### config.mk
export PLATFORM = sky130hd
export DESIGN_NAME = dma_copy_engine_flat
export DESIGN_NICKNAME = d
export VERILOG_FILES = /design/src/rtl/dma_copy_engine_if.sv /design/src/rtl/dma_copy_engine.sv /design/src/flat_wrapper.sv
export SDC_FILE = /design/constraint.sdc
export NUM_CORES = 1
export LEC_CHECK = 0
export ABC_CLOCK_PERIOD_IN_PS = 1800
export BUFFER_PORTS_ARGS = -buffer_cell sky130_fd_sc_hd__buf_2
export CAP_MARGIN = 10
export CORE_MARGIN = 3
export CORE_UTILIZATION = 47
export DETAILED_ROUTE_END_ITERATION = 16
export GPL_TIMING_DRIVEN = 0
export PLACE_DENSITY_LB_ADDON = 0.15
export SLEW_MARGIN = 30
export SYNTH_ARGS = -nofsm -noshare
export SYNTH_HDL_FRONTEND = slang
export SYNTH_SLANG_ARGS = --single-unit
### constraint.sdc
create_clock -name clock -period 1.8 [get_ports clock]
set_input_delay 0.27 -clock clock [delete_from_list [all_inputs] [get_ports clock]]
set_output_delay 0.27 -clock clock [all_outputs]
set_load 0.01 [all_outputs]
### src/rtl/dma_copy_engine_if.sv
// Data-memory port shared between the copy engine and the MEM stage.
// The master side is the initiator (copy engine). The slave side is the
// arbiter/memory, which supplies the grant and the combinational read data.
interface dma_copy_engine_if #(
    parameter int ADDRESS_LINE = 8
);
    logic                    mem_grant;
    logic [7:0]              mem_read_data;
    logic [ADDRESS_LINE-1:0] mem_address;
    logic [7:0]              mem_write_data;
    logic                    mem_write;
    logic                    mem_read;
    logic                    mem_req;

    modport master (
        input  mem_grant, mem_read_data,
        output mem_address, mem_write_data, mem_write, mem_read, mem_req
    );

    modport slave (
        output mem_grant, mem_read_data,
        input  mem_address, mem_write_data, mem_write, mem_read, mem_req
    );
endinterface

### src/rtl/dma_copy_engine.sv
// Byte-wise memory-to-memory copy engine. It alternates READ/WRITE cycles
// on the shared data-memory port and copies in ascending address order.
// Any cycle without a grant stalls the engine in place.
module dma_copy_engine #(
    parameter int ADDRESS_LINE = 8,
    parameter int LEN_WIDTH    = 8
) (
    input  logic                    clock,
    input  logic                    reset,
    input  logic                    start,
    input  logic [ADDRESS_LINE-1:0] src_addr,
    input  logic [ADDRESS_LINE-1:0] dst_addr,
    input  logic [LEN_WIDTH-1:0]    length,
    dma_copy_engine_if.master       bus,
    output logic                    busy,
    output logic                    done,
    output logic [LEN_WIDTH-1:0]    remaining
);
    typedef enum logic [1:0] {IDLE, READ, WRITE, DONE} state_t;

    state_t                  state, state_next;
    logic [ADDRESS_LINE-1:0] src_ptr, dst_ptr;
    logic [7:0]              data_buf;
    logic [LEN_WIDTH-1:0]    rem_q;

    // State register
    always_ff @(posedge clock) begin
        if (reset) state <= IDLE;
        else       state <= state_next;
    end

    // Pointers, byte buffer and count; these only move on granted cycles
    always_ff @(posedge clock) begin
        if (reset) begin
            src_ptr  <= '0;
            dst_ptr  <= '0;
            data_buf <= '0;
            rem_q    <= '0;
        end else begin
            case (state)
                IDLE: if (start && length != '0) begin
                    src_ptr <= src_addr;
                    dst_ptr <= dst_addr;
                    rem_q   <= length;
                end
                READ: if (bus.mem_grant) data_buf <= bus.mem_read_data;
                WRITE: if (bus.mem_grant) begin
                    // Pointers wrap naturally at the address width
                    src_ptr <= src_ptr + ADDRESS_LINE'(1);
                    dst_ptr <= dst_ptr + ADDRESS_LINE'(1);
                    rem_q   <= rem_q - LEN_WIDTH'(1);
                end
                default: ;
            endcase
        end
    end

    // Next state and memory strobes; address/data are parked at 0 when no strobe
    always_comb begin
        state_next         = state;
        bus.mem_read       = 1'b0;
        bus.mem_write      = 1'b0;
        bus.mem_address    = '0;
        bus.mem_write_data = '0;
        case (state)
            IDLE: if (start) state_next = (length == '0) ? DONE : READ;
            READ: if (bus.mem_grant) begin
                bus.mem_read    = 1'b1;
                bus.mem_address = src_ptr;
                state_next      = WRITE;
            end
            WRITE: if (bus.mem_grant) begin
                bus.mem_write      = 1'b1;
                bus.mem_address    = dst_ptr;
                bus.mem_write_data = data_buf;
                state_next         = (rem_q == LEN_WIDTH'(1)) ? DONE : READ;
            end
            DONE: state_next = IDLE;
            default: state_next = IDLE;
        endcase
    end

    assign busy        = (state == READ) || (state == WRITE);
    assign bus.mem_req = busy;
    assign done        = (state == DONE);
    assign remaining   = rem_q;
endmodule

### src/flat_wrapper.sv
// flat-port wrapper written by rule: the top's interface ports become plain ports
module dma_copy_engine_flat 
#(
    parameter int ADDRESS_LINE = 8,
    parameter int LEN_WIDTH    = 8
)
  (clock, reset, start, src_addr, dst_addr, length, busy, done, remaining, bus_mem_grant, bus_mem_read_data, bus_mem_address, bus_mem_write_data, bus_mem_write, bus_mem_read, bus_mem_req);
  dma_copy_engine_if #(.ADDRESS_LINE(ADDRESS_LINE)) bus_i ();
  input  logic clock;
  input  logic reset;
  input  logic start;
  input  logic [ADDRESS_LINE-1:0] src_addr;
  input  logic [ADDRESS_LINE-1:0] dst_addr;
  input  logic [LEN_WIDTH-1:0] length;
  output logic busy;
  output logic done;
  output logic [LEN_WIDTH-1:0] remaining;
  input wire logic [$bits(bus_i.mem_grant)-1:0] bus_mem_grant;
  input wire logic [$bits(bus_i.mem_read_data)-1:0] bus_mem_read_data;
  output wire logic [$bits(bus_i.mem_address)-1:0] bus_mem_address;
  output wire logic [$bits(bus_i.mem_write_data)-1:0] bus_mem_write_data;
  output wire logic [$bits(bus_i.mem_write)-1:0] bus_mem_write;
  output wire logic [$bits(bus_i.mem_read)-1:0] bus_mem_read;
  output wire logic [$bits(bus_i.mem_req)-1:0] bus_mem_req;
  assign bus_i.mem_grant = bus_mem_grant;
  assign bus_i.mem_read_data = bus_mem_read_data;
  assign bus_mem_address = bus_i.mem_address;
  assign bus_mem_write_data = bus_i.mem_write_data;
  assign bus_mem_write = bus_i.mem_write;
  assign bus_mem_read = bus_i.mem_read;
  assign bus_mem_req = bus_i.mem_req;
  dma_copy_engine #(.ADDRESS_LINE(ADDRESS_LINE), .LEN_WIDTH(LEN_WIDTH)) u_core (.clock(clock), .reset(reset), .start(start), .src_addr(src_addr), .dst_addr(dst_addr), .length(length), .bus(bus_i), .busy(busy), .done(done), .remaining(remaining));
endmodule
==> flow_summary_export.csv, run 1 <==
group,metric,value,unit
clock_tree,clk-insertion-delay-late,0.29,ns
clock_tree,post_cts_hold_buffer_count,0,
place,place_congestion,0.896,
power_and_ir_drop,clkPwrFrac,0.123,
timing,finalHoldViolCount,0,
power_and_ir_drop,power_frac_comb,0.622,
yosys,cell_accounting_for_the_most_synthesized_area,"sky130_fd_sc_hd__dfxtp_1",
yosys,synthDominantCellAreaShare,0.304,
yosys,ys_types,48,
yosys,yosys.cell_count.top_type,"sky130_fd_sc_hd__nand2_1",
die,die_h,75.0,um
clock_tree,clock_tree_from_tritoncts,"yes",
clock_tree,cts_root_buf,"sky130_fd_sc_hd__clkbuf_8",
place,dpl.hpwl,4960,um
routing,drt_wl_total,8420,um
final_layout,post_route_cells_drive_above_1_share,0.441,
grt,grt_pass1_vias,2295,
routing,detail_route.drc_violations,0,
die,die_x,75.0,um
yosys,ys_async_sr_fraction,0,
power_and_ir_drop,p_seq_frac,0.256,
final_layout,layout.nets,418,
die,dieArea,5620,um^2
power_and_ir_drop,power-per-cell-area,1490,nW/um^2
clock_tree,cts.sink_count,34,
yosys,synthCells,278,
power_and_ir_drop,peakVddDrop,0.834,mV
power_and_ir_drop,power_report.internal_total,2.78,mW
routing,detail-route-antenna-nets,0,
grt,grt_start_max_net_pins,12,
setup_path,critPathCaptureType,"register",
place,placement.io_buffers,64,
setup_path,worst-path-max-fanout,5,
setup_path,critPathLaunch,"u_core.state[0]",
timing,fin_worst_skew,0.00910,ns
timing,final-max-slew-violation-count,0,
timing,period_share,1.03,
timing,max_freq,541,MHz
yosys,synthesis.yosys.warnings,0,
setup_path,source_of_the_worst_register_to_register_timing_path,"u_core.state[0]",
yosys,yosys-top-cells-area,"sky130_fd_sc_hd__dfxtp_1, sky130_fd_sc_hd__a21oi_1, sky130_fd_sc_hd__nand2_1",
setup_path,timing.critical_path.slowest_cell_delay,0.38,ns
timing,max-slew-margin-rel,0.417,
final_layout,diode_count,0,
die,coreArea,4470,um^2
place,preCtsSetupSlack,-0.422,ns
yosys,synth_area,2240,um^2
clock_tree,htree_num_levels,2,
timing,tightest_slew,0.874,ns
grt,grt_first_pass_wirelength,11500,um
setup_path,critPathKind,"reg -> reg",
routing,initial_drc_count,401,
setup_path,worst-endpoint-arrival,2.00,ns
die,core.rowCount,24,
clock_tree,tritoncts.num_buffers,5,
routing,wl_per_cell,19.8,um
clock_tree,clk_pin_slew_worst_paths,0.07,ns
power_and_ir_drop,net_switching_power,2.20,mW
power_and_ir_drop,p_sw_frac,0.442,
yosys,ys_seq_elements,34,
min_path,hold_class,"in -> reg",
yosys,synth_commonest_cells,"sky130_fd_sc_hd__nand2_1, sky130_fd_sc_hd__dfxtp_1, sky130_fd_sc_hd__a21oi_1",
yosys,most_frequently_used_flop_master_after_synthesis,"sky130_fd_sc_hd__dfxtp_1",
setup_path,worstSetupStartpointType,"register",
timing,timing.hold.ws,0.210,ns
timing,finalWorstPathRequiredPeriod,1.85,ns
setup_path,crit_path_cell_trace,"inv_4 -> ha_4 -> buf_6 -> mux2_4 -> o211a_4 -> nor2_8 -> clkbuf_16 -> o32ai_2",
timing,finalSetupViolCount,18,
yosys,synth.avg_cell_area,8.05,um^2
routing,vias_per_cell,6.55,
grt,gr-usage-all-layers,0.270,
die,ioPinCount,65,
yosys,yosysSeqAreaShare,0.304,
die,initial_utilization,0.500,
power_and_ir_drop,power_leakage,1.43,nW
yosys,synth.net_count,323,
job,maximum_capacitance_violations,0,
setup_path,critical_path.slowest_cell,"sky130_fd_sc_hd__dfxtp_4",
routing,drt_first_pass_iters,5,
clock_tree,cts_buffer_depth,2,
timing,setup_ws,-0.0499,ns
run_status,failed_checks,"negative setup slack",
power_and_ir_drop,totalPowerFinal,4.98,mW
grt,aggregate_global_routing_overflow,0,
run_status,outcome,"finished with violations",
min_path,min-delay-start,"bus_mem_read_data[4]",
yosys,number_of_enable_flip_flop_cells_after_synthesis,0,
setup_path,required_time_of_the_worst_setup_path,1.95,ns
final_layout,flow.area_growth_from_synthesis,49.1,%
routing,vias,2789,
timing,rsz0062_at_grt,"true",
grt,antenna_violations_before_repair,0,
stage by stage:
stage	utilization	instance area, um^2	std cells	TNS, ns
finish	0.746	3340	426	-0.558
global route	0.746	3340	426	-1.71
CTS	0.668	2990	413	-0.723
global placement	0.586	2620	394	-8.84
detailed placement	0.586	2620	394	-9.52
floorplan	-	2240	278	0
final timing paths:
path / slack [ns] / depth (start not counted) / endpoint
worst max-delay path: -0.05 / 8 / u_core.src_ptr[7]
worst min-delay path: 0.21 / 3 / u_core.data_buf[4]
worst max register to register: -0.05 / 8 / u_core.src_ptr[7]
worst min register to register: 0.45 / 2 / u_core.data_buf[5]
timing repair:
action | 4_1_cts | 5_1_grt
buffers inserted | 10 | 11
setup endpoints to repair | 44 | 42
cloned | 1 | 3
resized for setup | 44 | 48
pin swaps | 2 | 22
cell type report:
| class | instances | area [um^2] |
|---|---|---|
| multi-input cells | 212 | 1680 |
| fillers | 325 | 1140 |
| plain buffers | 20 | 188 |
| clock buffers | 6 | 82.6 |
| well taps | 52 | 65.1 |
| inverters | 12 | 55.1 |
| clock inverters | 2 | 12.5 |
| repair buffers | 88 | 568 |
| flip-flops and latches | 34 | 688 |
sequential cells by signal, summed over array words and instances (netlist names):
| register | count |
|---|---|
| u_core.state | 2 |
| u_core.dst_ptr | 8 |
| u_core.src_ptr | 8 |
| u_core.remaining | 8 |
| u_core.data_buf | 8 |
worst max-delay path: cells and delay by family, from the launching register on:
family | cells | cell delay (ns)
DFF | 1 | 0.38
buffers and inverters | 3 | 0.36
muxes | 1 | 0.33
AOI/OAI and AO/OA | 2 | 0.27
and+or+nand+nor | 1 | 0.19
adders and majority gates | 1 | 0.18
kinds of logic after synthesis:
| family | Yosys count | synth area share |
|---|---|---|
| AO/OA/AOI/OAI | 99 | 0.326 |
| AND/OR/NAND/NOR | 99 | 0.234 |
| flip-flops | 34 | 0.304 |
| buffers and inverters | 33 | 0.0671 |
| adder cells (fa/ha/maj) | 9 | 0.0503 |
| multiplexers | 4 | 0.0185 |
layout by cell type, fill, tap and decap left out, types with 4 or more instances in the layout:
| cell | netlist | routed |
|---|---|---|
| sky130_fd_sc_hd__nor2b_1 | 12 | 12 |
| sky130_fd_sc_hd__a21oi_1 | 32 | 29 |
| sky130_fd_sc_hd__clkbuf_1 | 12 | 6 |
| sky130_fd_sc_hd__dfxtp_1 | 34 | 32 |
| sky130_fd_sc_hd__nor3_1 | 6 | 4 |
| sky130_fd_sc_hd__and3_1 | 10 | 10 |
| sky130_fd_sc_hd__buf_2 | 6 | 65 |
| sky130_fd_sc_hd__o21ai_0 | 6 | 5 |
| sky130_fd_sc_hd__nand2_1 | 38 | 37 |
| sky130_fd_sc_hd__buf_6 | 2 | 8 |
| sky130_fd_sc_hd__o32ai_2 | 0 | 13 |
| sky130_fd_sc_hd__clkbuf_8 | 0 | 6 |
| sky130_fd_sc_hd__a22oi_1 | 13 | 5 |
| sky130_fd_sc_hd__nand3_1 | 4 | 4 |
| sky130_fd_sc_hd__nor2_1 | 11 | 11 |
| sky130_fd_sc_hd__a22oi_2 | 0 | 8 |
| sky130_fd_sc_hd__buf_4 | 1 | 18 |
| sky130_fd_sc_hd__inv_1 | 11 | 9 |
| sky130_fd_sc_hd__a2bb2oi_1 | 5 | 5 |
| sky130_fd_sc_hd__ha_1 | 9 | 6 |
power groups by stage:
stage / Clock [mW] / Sequential [mW] / Combinational, mW
4_1_cts: 0.608 / 1.24 / 2.39
5_1_grt: 0.642 / 1.30 / 3.28
3_3_place_gp: 0 / 1.21 / 2.00
3_5_place_dp: 0 / 1.21 / 2.02
6_report: 0.611 / 1.27 / 3.09
2_1_floorplan: 0 / 1.18 / 1.46
metal layers:
metal  vias to the layer above  GRT usage  part of all wire
li1                       1242          -                 -
met1                      1276      0.346              0.38
met2                       209      0.456              0.47
met3                        62     0.0521              0.11
met4                         0     0.0870             0.048
met5                         -          0                 0
No activity file was read; power rests on OpenSTA's default activity.
==> inputs of run 2 (changes only) <==
--- a/config.mk
+++ b/config.mk
@@ -8,8 +8,10 @@
 export ABC_CLOCK_PERIOD_IN_PS = 1800
 export BUFFER_PORTS_ARGS = -buffer_cell sky130_fd_sc_hd__buf_2
 export CAP_MARGIN = 10
+export CELL_PAD_IN_SITES_DETAIL_PLACEMENT = 0
+export CELL_PAD_IN_SITES_GLOBAL_PLACEMENT = 1
 export CORE_MARGIN = 3
-export CORE_UTILIZATION = 47
+export CORE_UTILIZATION = 34
 export DETAILED_ROUTE_END_ITERATION = 16
 export GPL_TIMING_DRIVEN = 0
 export PLACE_DENSITY_LB_ADDON = 0.15
==> flow_summary_export.csv, run 2 (synthesis gave the netlist of run 1 again) <==
group,metric,value,unit
run_status,outcome,"finished with violations",
run_status,failed_checks,"negative setup slack",
place,dpl.hpwl,5570,um
die,core.rowCount,28,
die,die_x,87.1,um
job,maximum_capacitance_violations,0,
final_layout,layout_commonest_cell,"sky130_fd_sc_hd__buf_2",
grt,antenna_violations_before_repair,0,
power_and_ir_drop,peakVddDrop,0.783,mV
routing,vias_per_cell,5.76,
final_layout,flow.area_growth_from_synthesis,41.6,%
die,ioPinCount,65,
setup_path,worstSetupStartpointType,"register",
timing,setup_ws,-0.0391,ns
power_and_ir_drop,p_seq_frac,0.272,
power_and_ir_drop,net_switching_power,2.00,mW
clock_tree,cts_root_buf,"sky130_fd_sc_hd__clkbuf_8",
final_layout,post_route_cells_drive_above_1_share,0.382,
clock_tree,cts_buffer_depth,2,
power_and_ir_drop,power_report.internal_total,2.60,mW
die,coreArea,6130,um^2
grt,grt_start_max_net_pins,11,
setup_path,critPathCaptureType,"primary output",
timing,tns,-0.140,ns
setup_path,timing.critical_path.slowest_cell_delay,0.33,ns
min_path,hold_class,"in -> reg",
place,placed_area,2650,um^2
clock_tree,tritoncts.num_buffers,5,
power_and_ir_drop,power_frac_comb,0.594,
timing,tightest_slew,0.744,ns
place,place_congestion,0.875,
die,die_h,87.1,um
grt,grt_pass1_vias,2395,
routing,drt_first_pass_iters,5,
timing,finalHoldViolCount,0,
power_and_ir_drop,totalPowerFinal,4.59,mW
timing,final-max-slew-violation-count,0,
final_layout,design_area,3170,um^2
setup_path,critical_path.slowest_cell,"sky130_fd_sc_hd__dfxtp_2",
power_and_ir_drop,power_leakage,1.34,nW
final_layout,layout.nets,416,
routing,detail-route-antenna-nets,0,
power_and_ir_drop,power-per-cell-area,1450,nW/um^2
setup_path,worst-path-max-fanout,8,
power_and_ir_drop,clkPwrFrac,0.133,
die,dieArea,7590,um^2
setup_path,worst-endpoint-arrival,1.57,ns
die,initial_utilization,0.365,
setup_path,required_time_of_the_worst_setup_path,1.53,ns
routing,initial_drc_count,227,
grt,aggregate_global_routing_overflow,0,
clock_tree,post_cts_hold_buffer_count,0,
timing,finalSetupViolCount,7,
final_layout,diode_count,0,
clock_tree,htree_num_levels,2,
routing,drt_wl_total,8340,um
grt,gr-usage-all-layers,0.218,
routing,vias,2573,
grt,grt_first_pass_wirelength,12700,um
clock_tree,clk_pin_slew_worst_paths,0.07,ns
timing,rsz0062_at_grt,"true",
setup_path,crit_path_cell_trace,"inv_2 -> ha_4 -> and2_4 -> buf_8 -> a22oi_2 -> nor2b_1 -> buf_2",
timing,timing.hold.ws,0.207,ns
routing,detail_route.drc_violations,0,
place,placedCellCount,417,
timing,max_freq,544,MHz
clock_tree,clk-insertion-delay-late,0.29,ns
final_layout,layout.cells.most_common_list,"sky130_fd_sc_hd__buf_2, sky130_fd_sc_hd__nand2_1, sky130_fd_sc_hd__dfxtp_1, sky130_fd_sc_hd__a21oi_1, sky130_fd_sc_hd__buf_4",
setup_path,critPathKind,"reg -> out",
timing,fin_worst_skew,0.00408,ns
routing,wl_per_cell,18.6,um
clock_tree,cts.sink_count,34,
timing,max-slew-margin-rel,0.500,
timing,period_share,1.02,
final_layout,post-route-util,0.517,
place,preCtsSetupSlack,-0.492,ns
place,placement.io_buffers,64,
clock_tree,clock_tree_from_tritoncts,"yes",
power_and_ir_drop,p_sw_frac,0.434,
final_layout,layout.cells.non_filler,447,
timing,finalWorstPathRequiredPeriod,1.84,ns
final_layout,fill_count,629,
## run 2: cell count changes in the layout (fill, tap and decap cells not counted), moves of 2 or more
cell / delta
sky130_fd_sc_hd__nor4_1: +2
sky130_fd_sc_hd__nor3_2: -2
sky130_fd_sc_hd__o22ai_2: -2
sky130_fd_sc_hd__o32ai_1: +13
sky130_fd_sc_hd__o32ai_2: -12
sky130_fd_sc_hd__nor4_2: -2
sky130_fd_sc_hd__o22ai_1: +2
sky130_fd_sc_hd__buf_6: -3
sky130_fd_sc_hd__nor3_1: +2
sky130_fd_sc_hd__clkbuf_1: +2
## run 2: power by group through the flow
stage | sequential, mW | combinational, mW | clock [mW]
CTS | 1.23 | 2.51 | 0.617
global placement | 1.22 | 2.08 | 0
global route | 1.28 | 2.95 | 0.653
finish | 1.25 | 2.73 | 0.613
detailed placement | 1.22 | 2.09 | 0
floorplan | 1.18 | 1.46 | 0
## run 2: worst paths after layout
check / startpoint / end / slack, ns / depth (start not counted)
worst max-delay path: u_core.state[0] / bus_mem_address[4] / -0.04 / 7
worst min-delay path: bus_mem_read_data[5] / u_core.data_buf[5] / 0.21 / 3
worst max register to register: u_core.state[0] / u_core.src_ptr[4] / 0.04 / 7
worst min register to register: u_core.data_buf[5] / u_core.data_buf[5] / 0.45 / 2
## run 2: layer usage
| metal | vias to the layer above | track usage | wire, um |
|---|---|---|---|
| met5 | - | 0 | 0 |
| met1 | 1193 | 0.293 | 3640 |
| met2 | 127 | 0.362 | 3840 |
| li1 | 1240 | - | - |
| met4 | 0 | 0.0586 | 141 |
| met3 | 13 | 0.0350 | 712 |
## run 2: area by class of cell
type | count | area [um^2] | share of cell area
Tap cell | 75 | 93.8 | 0.0296
Sequential cell | 34 | 686 | 0.216
Clock buffer | 7 | 86.3 | 0.0273
Timing Repair Buffer | 86 | 524 | 0.165
Buffer | 20 | 188 | 0.0592
Multi-Input combinational cell | 212 | 1530 | 0.484
Clock inverter | 1 | 5.00 | 0.00158
Inverter | 12 | 52.6 | 0.0166
## run 2: worst max-delay path: cells and delay by family, from the launching register on
kind | cells | cell delay [ns]
AND/OR/NAND/NOR | 2 | 0.33
adder cells (fa/ha/maj) | 1 | 0.20
flip-flops | 1 | 0.33
buffers and inverters | 3 | 0.36
AO/OA/AOI/OAI | 1 | 0.05
## run 2: what timing repair did
action                                  in CTS  in global routing
pin swaps                                    8                  7
endpoints found under the setup margin      51                 40
setup buffers                               13                  7
gates cloned                                 2                  1
resized for setup                           47                 13
==> inputs of run 3 (changes only) <==
--- a/config.mk
+++ b/config.mk
@@ -15,6 +15,8 @@
 export DETAILED_ROUTE_END_ITERATION = 16
 export GPL_TIMING_DRIVEN = 0
 export PLACE_DENSITY_LB_ADDON = 0.15
+export SETUP_SLACK_MARGIN = 0.02
+export SKIP_CTS_REPAIR_TIMING = 1
 export SLEW_MARGIN = 30
 export SYNTH_ARGS = -nofsm -noshare
 export SYNTH_HDL_FRONTEND = slang
==> flow_summary_export.csv, run 3 (synthesis gave the netlist of run 1 again) <==
group,metric,value,unit
run_status,outcome,"finished with violations",
run_status,failed_checks,"negative setup slack",
timing,setup_ws,-0.121,ns
power_and_ir_drop,power-per-cell-area,1450,nW/um^2
setup_path,critPathKind,"reg -> out",
routing,detail_route.drc_violations,0,
die,dieArea,7590,um^2
grt,grt_util_met3,0.0360,
timing,rsz0062_at_grt,"true",
timing,fin_worst_skew,0.00636,ns
grt,aggregate_global_routing_overflow,0,
timing,finalWorstPathRequiredPeriod,1.92,ns
final_layout,layout_commonest_cell,"sky130_fd_sc_hd__buf_2",
timing,max_freq,521,MHz
die,die_h,87.1,um
clock_tree,htree_num_levels,2,
setup_path,path_delay_family,"buffers and inverters",
min_path,hold_class,"in -> reg",
setup_path,critPathBufInv,4,
routing,detail-route-antenna-nets,0,
clock_tree,cts_root_buf,"sky130_fd_sc_hd__clkbuf_8",
setup_path,worst-path-max-fanout,6,
setup_path,critical_path.slowest_cell,"sky130_fd_sc_hd__dfxtp_4",
final_layout,layout.cells.most_common_list,"sky130_fd_sc_hd__buf_2, sky130_fd_sc_hd__nand2_1, sky130_fd_sc_hd__dfxtp_1, sky130_fd_sc_hd__a21oi_1, sky130_fd_sc_hd__buf_4",
die,initial_utilization,0.365,
timing,finalSetupViolCount,16,
final_layout,flow.area_growth_from_synthesis,45.6,%
routing,drt_first_pass_iters,5,
die,coreArea,6130,um^2
clock_tree,clock_tree_from_tritoncts,"yes",
final_layout,layout.cells.non_filler,449,
clock_tree,clk_pin_slew_worst_paths,0.07,ns
grt,antenna_violations_before_repair,0,
grt,grt_start_max_net_pins,11,
place,place_congestion,0.875,
final_layout,layout.nets,418,
job,maximum_capacitance_violations,0,
grt,grt_first_pass_wirelength,12200,um
timing,final-max-slew-violation-count,0,
setup_path,required_time_of_the_worst_setup_path,1.53,ns
grt,gr-usage-met1,0.281,
setup_path,timing.critical_path.slowest_cell_delay,0.38,ns
power_and_ir_drop,power_leakage,1.38,nW
place,placement.io_buffers,64,
setup_path,worst-endpoint-arrival,1.65,ns
clock_tree,clk-insertion-delay-late,0.29,ns
setup_path,critPathCaptureType,"primary output",
grt,gr-usage-all-layers,0.208,
power_and_ir_drop,peakVddDrop,0.714,mV
grt,grt_most_used_layer,"met2",
place,placedCellCount,417,
routing,initial_drc_count,201,
clock_tree,cts.sink_count,34,
timing,period_share,1.07,
routing,drt_wl_total,8590,um
setup_path,timing.reg2reg.setup_slack,0.02,ns
clock_tree,cts_buffer_depth,2,
timing,max-slew-margin-rel,0.461,
final_layout,post_route_cells_drive_above_1_share,0.414,
place,dpl.hpwl,5570,um
final_layout,diode_count,0,
routing,vias,2567,
clock_tree,tritoncts.num_buffers,5,
die,ioPinCount,65,
routing,wl_per_cell,19.1,um
grt,groute.layer.met2.usage,0.340,
timing,tightest_slew,0.809,ns
setup_path,worstSetupStartpointType,"register",
timing,finalHoldViolCount,0,
grt,grt_pass1_vias,2303,
die,die_x,87.1,um
routing,vias_per_cell,5.72,
timing,timing.hold.ws,0.214,ns
die,core.rowCount,28,
setup_path,crit_path_cell_trace,"inv_4 -> ha_4 -> buf_6 -> and2_4 -> clkbuf_16 -> a22oi_1 -> nor2b_1 -> buf_2",
## run 3: cell type report
cell class	count	area, um^2
fillers	613	2870
repair buffers	87	541
well taps	75	93.8
plain buffers	21	190
clock buffers	7	86.3
clock inverters	1	5.00
flip-flops and latches	34	688
inverters	12	53.8
multi-input cells	212	1600
## run 3: worst register-to-register path: cells and delay by family, from the launching register on
family / cells / cell delay [ns]
compound gates: 2 / 0.29
fa+ha+maj: 1 / 0.15
simple gates: 1 / 0.14
buf+inv: 3 / 0.34
flops: 1 / 0.38
mux: 1 / 0.34
## run 3: per-stage QoR
| stage | utilization | power, mW | TNS [ns] | cell area [um^2] | setup WS, ns |
|---|---|---|---|---|---|
| 6_report | 0.531 | 4.74 | -1.59 | 3260 | -0.121 |
| 5_1_grt | 0.531 | 5.01 | -3.10 | 3260 | -0.205 |
| 4_1_cts | 0.447 | 3.91 | -17.93 | 2740 | -0.809 |
| 3_5_place_dp | 0.432 | 3.31 | -12.06 | 2650 | -0.492 |
| 3_3_place_gp | 0.432 | 3.29 | -11.49 | 2650 | -0.451 |
| 2_1_floorplan | - | 2.64 | 0 | 2240 | 0.0313 |
## run 3: path summary, 6_finish.rpt
kind	from	endpoint	cells past startpoint
worst max-delay path	u_core.state[0]	bus_mem_address[7]	8
worst min-delay path	bus_mem_read_data[5]	u_core.data_buf[5]	3
worst max register to register	u_core.state[0]	u_core.dst_ptr[7]	8
worst min register to register	u_core.data_buf[5]	u_core.data_buf[5]	2
## run 3: layer usage
| metal | wire length [um] | share of wire |
|---|---|---|
| met4 | 78 | 0.0091 |
| met1 | 3930 | 0.46 |
| met5 | 0 | 0 |
| met2 | 4100 | 0.48 |
| met3 | 478 | 0.056 |
## run 3: where the power goes
group | switching (mW) | internal, mW
Combinational | 1.50 | 1.36
Clock | 0.306 | 0.309
Sequential | 0.285 | 0.979
